<file path="config.mk">
export PLATFORM = sky130hd
export DESIGN_NAME = hzrd_fwd_unit
export DESIGN_NICKNAME = d
export VERILOG_FILES = /design/src/rtl/hzrd_fwd_unit.sv
export SDC_FILE = /design/constraint.sdc
export NUM_CORES = 1
export LEC_CHECK = 0
export ABC_AREA = 1
export CAP_MARGIN = 20
export CELL_PAD_IN_SITES_DETAIL_PLACEMENT = 2
export CELL_PAD_IN_SITES_GLOBAL_PLACEMENT = 2
export CORE_ASPECT_RATIO = 0.6
export CORE_MARGIN = 2
export CORE_UTILIZATION = 27
export DETAILED_ROUTE_END_ITERATION = 10
export HOLD_SLACK_MARGIN = 0.03
export PLACE_DENSITY_LB_ADDON = 0.15
export SYNTH_ARGS = -nofsm -noshare
export SYNTH_HDL_FRONTEND = slang
export SYNTH_SLANG_ARGS = --single-unit
export TNS_END_PERCENT = 30
</file>
<file path="constraint.sdc">
create_clock -name i_clk -period 1.5 [get_ports i_clk]
set_input_delay 0.225 -clock i_clk [delete_from_list [all_inputs] [get_ports i_clk]]
set_output_delay 0.225 -clock i_clk [all_outputs]
set_load 0.005 [all_outputs]
</file>
<file path="src/rtl/hzrd_fwd_unit.sv">
// Hazard detection and operand forwarding for a 5-stage in-order pipeline.
// Tracks EX/MEM/WB destination tags, raises load-use stalls, selects bypasses.
module hzrd_fwd_unit #(
    parameter int ADDR_W  = 5,
    parameter int NUM_SRC = 2,
    parameter int CNT_W   = 16
) (
    input  logic                      i_clk,
    input  logic                      i_rst,
    input  logic                      i_id_valid,
    input  logic                      i_id_rd_wen,
    input  logic [ADDR_W-1:0]         i_id_rd_waddr,
    input  logic                      i_id_is_load,
    input  logic [NUM_SRC*ADDR_W-1:0] i_id_rs_addr,
    input  logic [NUM_SRC-1:0]        i_id_rs_used,
    input  logic                      i_flush,
    input  logic                      i_stall_ext,
    output logic                      o_if_id_halt,
    output logic                      o_id_ex_halt,
    output logic [2*NUM_SRC-1:0]      o_fwd_sel,
    output logic [CNT_W-1:0]          o_stall_cnt
);

    typedef struct packed {
        logic              valid;
        logic              wen;
        logic [ADDR_W-1:0] waddr;
        logic              is_load;
    } tag_t;

    tag_t                      ex_q;
    tag_t                      mem_q;
    tag_t                      wb_q;
    logic [NUM_SRC*ADDR_W-1:0] ex_rs_q;
    logic [NUM_SRC-1:0]        ex_used_q;
    logic [CNT_W-1:0]          cnt_q;

    logic ex_prod;
    logic mem_prod;
    logic wb_prod;
    logic src_hit;
    logic load_use;
    logic bubble;
    logic halt;
    logic cnt_inc;

    assign ex_prod  = ex_q.valid  & ex_q.wen  & (ex_q.waddr  != '0);
    assign mem_prod = mem_q.valid & mem_q.wen & (mem_q.waddr != '0);
    assign wb_prod  = wb_q.valid  & wb_q.wen  & (wb_q.waddr  != '0);

    always_comb begin
        src_hit = 1'b0;
        for (int k = 0; k < NUM_SRC; k++) begin
            if (i_id_rs_used[k] &&
                i_id_rs_addr[k*ADDR_W +: ADDR_W] == ex_q.waddr)
                src_hit = 1'b1;
        end
    end

    assign load_use = i_id_valid & ex_prod & ex_q.is_load & src_hit;

    always_comb begin
        halt = 1'b0;
        if (i_rst)
            halt = 1'b0;
        else if (i_stall_ext)
            halt = 1'b1;
        else if (i_flush)
            halt = 1'b0;
        else
            halt = load_use;
    end

    assign o_if_id_halt = halt;
    assign o_id_ex_halt = halt;
    assign bubble       = i_flush | load_use;
    assign cnt_inc      = load_use & ~i_flush & ~i_stall_ext;

    // Bypass only for a live EX instruction; MEM loads fall through to WB.
    always_comb begin
        o_fwd_sel = '0;
        for (int k = 0; k < NUM_SRC; k++) begin
            if (ex_q.valid && ex_used_q[k]) begin
                if (mem_prod && !mem_q.is_load &&
                    mem_q.waddr == ex_rs_q[k*ADDR_W +: ADDR_W])
                    o_fwd_sel[2*k +: 2] = 2'b01;
                else if (wb_prod &&
                         wb_q.waddr == ex_rs_q[k*ADDR_W +: ADDR_W])
                    o_fwd_sel[2*k +: 2] = 2'b10;
            end
        end
    end

    always_ff @(posedge i_clk or posedge i_rst) begin
        if (i_rst) begin
            ex_q      <= '0;
            mem_q     <= '0;
            wb_q      <= '0;
            ex_rs_q   <= '0;
            ex_used_q <= '0;
        end else if (!i_stall_ext) begin
            wb_q  <= mem_q;
            mem_q <= ex_q;
            if (bubble) begin
                ex_q      <= '0;
                ex_rs_q   <= '0;
                ex_used_q <= '0;
            end else begin
                ex_q.valid   <= i_id_valid;
                ex_q.wen     <= i_id_rd_wen;
                ex_q.waddr   <= i_id_rd_waddr;
                ex_q.is_load <= i_id_is_load;
                ex_rs_q      <= i_id_rs_addr;
                ex_used_q    <= i_id_rs_used;
            end
        end
    end

    always_ff @(posedge i_clk or posedge i_rst) begin
        if (i_rst)
            cnt_q <= '0;
        else if (cnt_inc && cnt_q != '1)
            cnt_q <= cnt_q + 1'b1;
    end

    assign o_stall_cnt = cnt_q;

endmodule

</file>
==> flow_summary_export.csv, run 1 <==
group,metric,value,unit
clocking,hold_buffers,0,
floorplan,core_area,10500,um2
pwr,p_total,3830,uW
clocking,cts_root_buffer,"clkbuf_16",
synthesis,syn_nets,430,
clocking,max-clock-path-buffers,2,
synthesis,syn_area,2900,um2
sta,setup_viol,43,
placement,placed_cell_area,4120,um2
sta,setup_tns,-10.88,ns
critical_path,critical_path_buf_inv_count,4,
floorplan,start_util,27.6,%
placement,portBuffers,45,
global_routing,grt_overflow,0,
synthesis,netlist.area_leader.share,44.0,%
floorplan,io_pins,46,
critical_path,end_kind,"primary output",
placement,placedCellCount,656,
synthesis,ys_warn_count,0,
cells_and_area,drive_above_1_share,40.2,%
critical_path,worst_setup_path_start_kind,"flip-flop",
critical_path,critPathArrivalTime,1.88,ns
critical_path,crit_fanout,4,
global_routing,grt_pass1_wl,22000,um
clocking,clock-sinks,51,
clocking,clk_pin_slew,0.07,ns
global_routing,grt.total_usage,25.2,%
sta,fin_crit,2.10,ns
floorplan,die_w,138,um
cells_and_area,fill_cells,1150,
clocking,htreeDepth,2,
placement,gp_congestion,0.801,
global_routing,grt_pass1_vias,3836,
pwr,p_leak,0.00252,uW
pwr,powerDensity,770,nW/um2
synthesis,synthTopCellsByArea,"dfrtp_1, nand2_1, inv_1",
drt,avgRoutedWirePerCell,22.9,um
drt,wirelength,15900,um
cells_and_area,n_antenna_cell,0,
synthesis,syn_avg_cell_area,7.16,um2
sta,grt_setup_unrepaired,"true",
synthesis,ys_types,28,
critical_path,worst_path_max_delay_cell,"dfrtp_2",
sta,hold_viol,0,
drt,ant_nets,0,
floorplan,die_h,84.3,um
floorplan,num_rows,29,
cells_and_area,final_util,47.3,%
cells_and_area,area_growth,71.7,%
sta,fin_skew,0.0101,ns
critical_path,path_class,"flip-flop to primary output",
job,cap_viol_max_count,0,
critical_path,crit_required,1.27,ns
sta,min_period_over_period,140,%
sta,worst_pin_slew,0.310,ns
critical_path,crit_chain,"nor2_1, nand4_1, nand4_1, buf_4, nor4_4, buf_4, inv_2, nor2_1, buf_2",
clocking,cts_tree,"yes",
cells_and_area,final_area,4980,um2
drt,drt_iter0_drc,164,
global_routing,antenna_found_initial,0,
clocking,cts_buffers,5,
critical_path,critPathTopFamily,"simple AND/OR/NAND/NOR gates",
cells_and_area,layout.cells.non_filler,696,
placement,dp_hpwl,8230,um
synthesis,ys_ff_latch,51,
floorplan,dieArea,11600,um2
drt,drc_errors,0,
sta,max_freq,475,MHz
global_routing,grt_max_degree,37,
sta,setup_ws,-0.605,ns
outcome,status,"finished, violations left",
sta,drv_slew,0,
drt,drt_first_pass_iters,4,
clocking,clk_latency,0.31,ns
synthesis,syn_inst,405,
drt,vias,3493,
cells_and_area,final_net_count,581,
synthesis,synth_seq_area_share,44.0,%
worst_hold_path,hp-class,"input pin to flip-flop",
pwr,peakVddDrop,0.464,mV
synthesis,synth_top_cell_by_area,"dfrtp_1",
sta,slew_headroom,79.3,%
critical_path,critPathMaxStageDelay,0.44,ns
outcome,failed_checks,"setup timing",
drt,vias_per_cell,5.02,
[kinds of logic after synthesis]
group           count (synthesis)  share of synthesized area [%]
fa+ha+maj                       1                          0.431
compound gates                 44                           9.06
flops                          51                           44.0
xor+xnor                       13                           3.92
buf+inv                        66                           9.18
simple gates                  230                           33.4
[repair_timing]
action	CTS	global route
pin swaps	24	24
gates resized for setup	122	56
buffers inserted	23	10
setup endpoints to repair	55	46
[through the flow]
step,hold slack [ns],worst slack [ns]
after floorplan,0.379,-0.00741
after detailed placement,0.485,-0.726
after CTS,0.329,-0.473
after global routing,0.337,-0.711
after global placement,0.471,-0.697
final,0.318,-0.605
[power breakdown]
part	switching, uW	internal (uW)	total [uW]
clock	576	714	1290
sequential	103	1460	1570
combinational	527	451	978
[sequential cells by signal (all words and copies together) (netlist names)]
name and flops:
ex_rs_q 10, ex_used_q 2, o_stall_cnt 16, wb_q 7
mem_q 8, ex_q 8
[worst reg2reg max path: cells and delay by family, from the launching register on]
kind                   cells  cell delay (ns)
and+or+nand+nor            9             1.07
DFF                        1             0.43
buffers and inverters      2             0.28
[cells in the final DEF (no fill, tap or decap), types with 2 or more instances in the layout]
cell type        netlist  layout
nor2_4                 1       7
buf_2                  3       6
nand3_4                0       2
clkbuf_16              0       5
nand2_4                0       3
nor3_1                 6       3
buf_6                  1      17
o21ai_0               23      15
nand3_1               15       9
inv_2                  5      14
dlygate4sd2_1          0      16
buf_4                  2      90
nor2_2                 1      18
o21ai_2                0       6
dfrtp_1               51      49
clkdlybuf4s50_1        0      17
dfrtp_2                0       2
nor4_4                 0       2
nand3b_1               8       8
xor2_1                 5       5
nand3_2                1       5
nand4_1                7       7
xnor2_2                0       2
o21ai_1                0       2
nand2_1              146     132
buf_12                 0       6
o22ai_2                0      14
nand2_2                0      11
clkbuf_8               0       2
xnor2_1                8       5
nor2_1                41      18
nor3_2                 0       3
dlymetal6s2s_1         0       6
inv_1                 47      36
[synthesized netlist by cell type, drive strengths merged]
cell type and n:
nor4 2, nand4 8, clkbuf 8, ha 1
o21bai 2, buf 6, xnor2 8, nor3 6
xor2 5, a21oi 2, nand2 146, o22ai 15
nand3 16, a221oi 2, o21ai 23, nand3b 8
dfrtp 51, nor2b 1, nor2 43, inv 52
[worst paths after layout]
check                           startpoint  slack [ns]              to  cells past startpoint
min reg2reg                        wb_q[6]        0.53         wb_q[6]                      2
max in group asynchronous            i_rst        0.74        mem_q[1]                      4
min                        i_id_rs_addr[8]        0.32      ex_rs_q[8]                      3
max reg2reg                        ex_q[4]       -0.33  o_stall_cnt[1]                     11
min in group asynchronous            i_rst        0.33         ex_q[2]                      3
max                               mem_q[1]       -0.60    o_fwd_sel[0]                      9
[final cells by class]
class                   count  area, um2  share of cell area [%]
inverters                  52        210                    4.22
flip-flops and latches     51       1280                    25.7
repair buffers            158       1400                    28.2
well taps                 139        174                    3.49
clock buffers               8        156                    3.14
multi-input cells         288       1760                    35.3
[layer usage]
| layer | track usage [%] | vias up | part of all wire (%) |
|---|---|---|---|
| li1 | - | 1579 | - |
| met1 | 35.3 | 1787 | 45 |
| met2 | 41.5 | 100 | 49 |
| met3 | 3.99 | 27 | 4.3 |
| met4 | 4.82 | 0 | 2.0 |
| met5 | 0 | - | 0 |
Power figures use the tool's default switching activity.
==> run 2, diff against run 1 <==
CAP_MARGIN = 10   (was 20)
==> results of run 2 <==
Same layout as run 1: the final DEF is identical, and so are final timing and power.
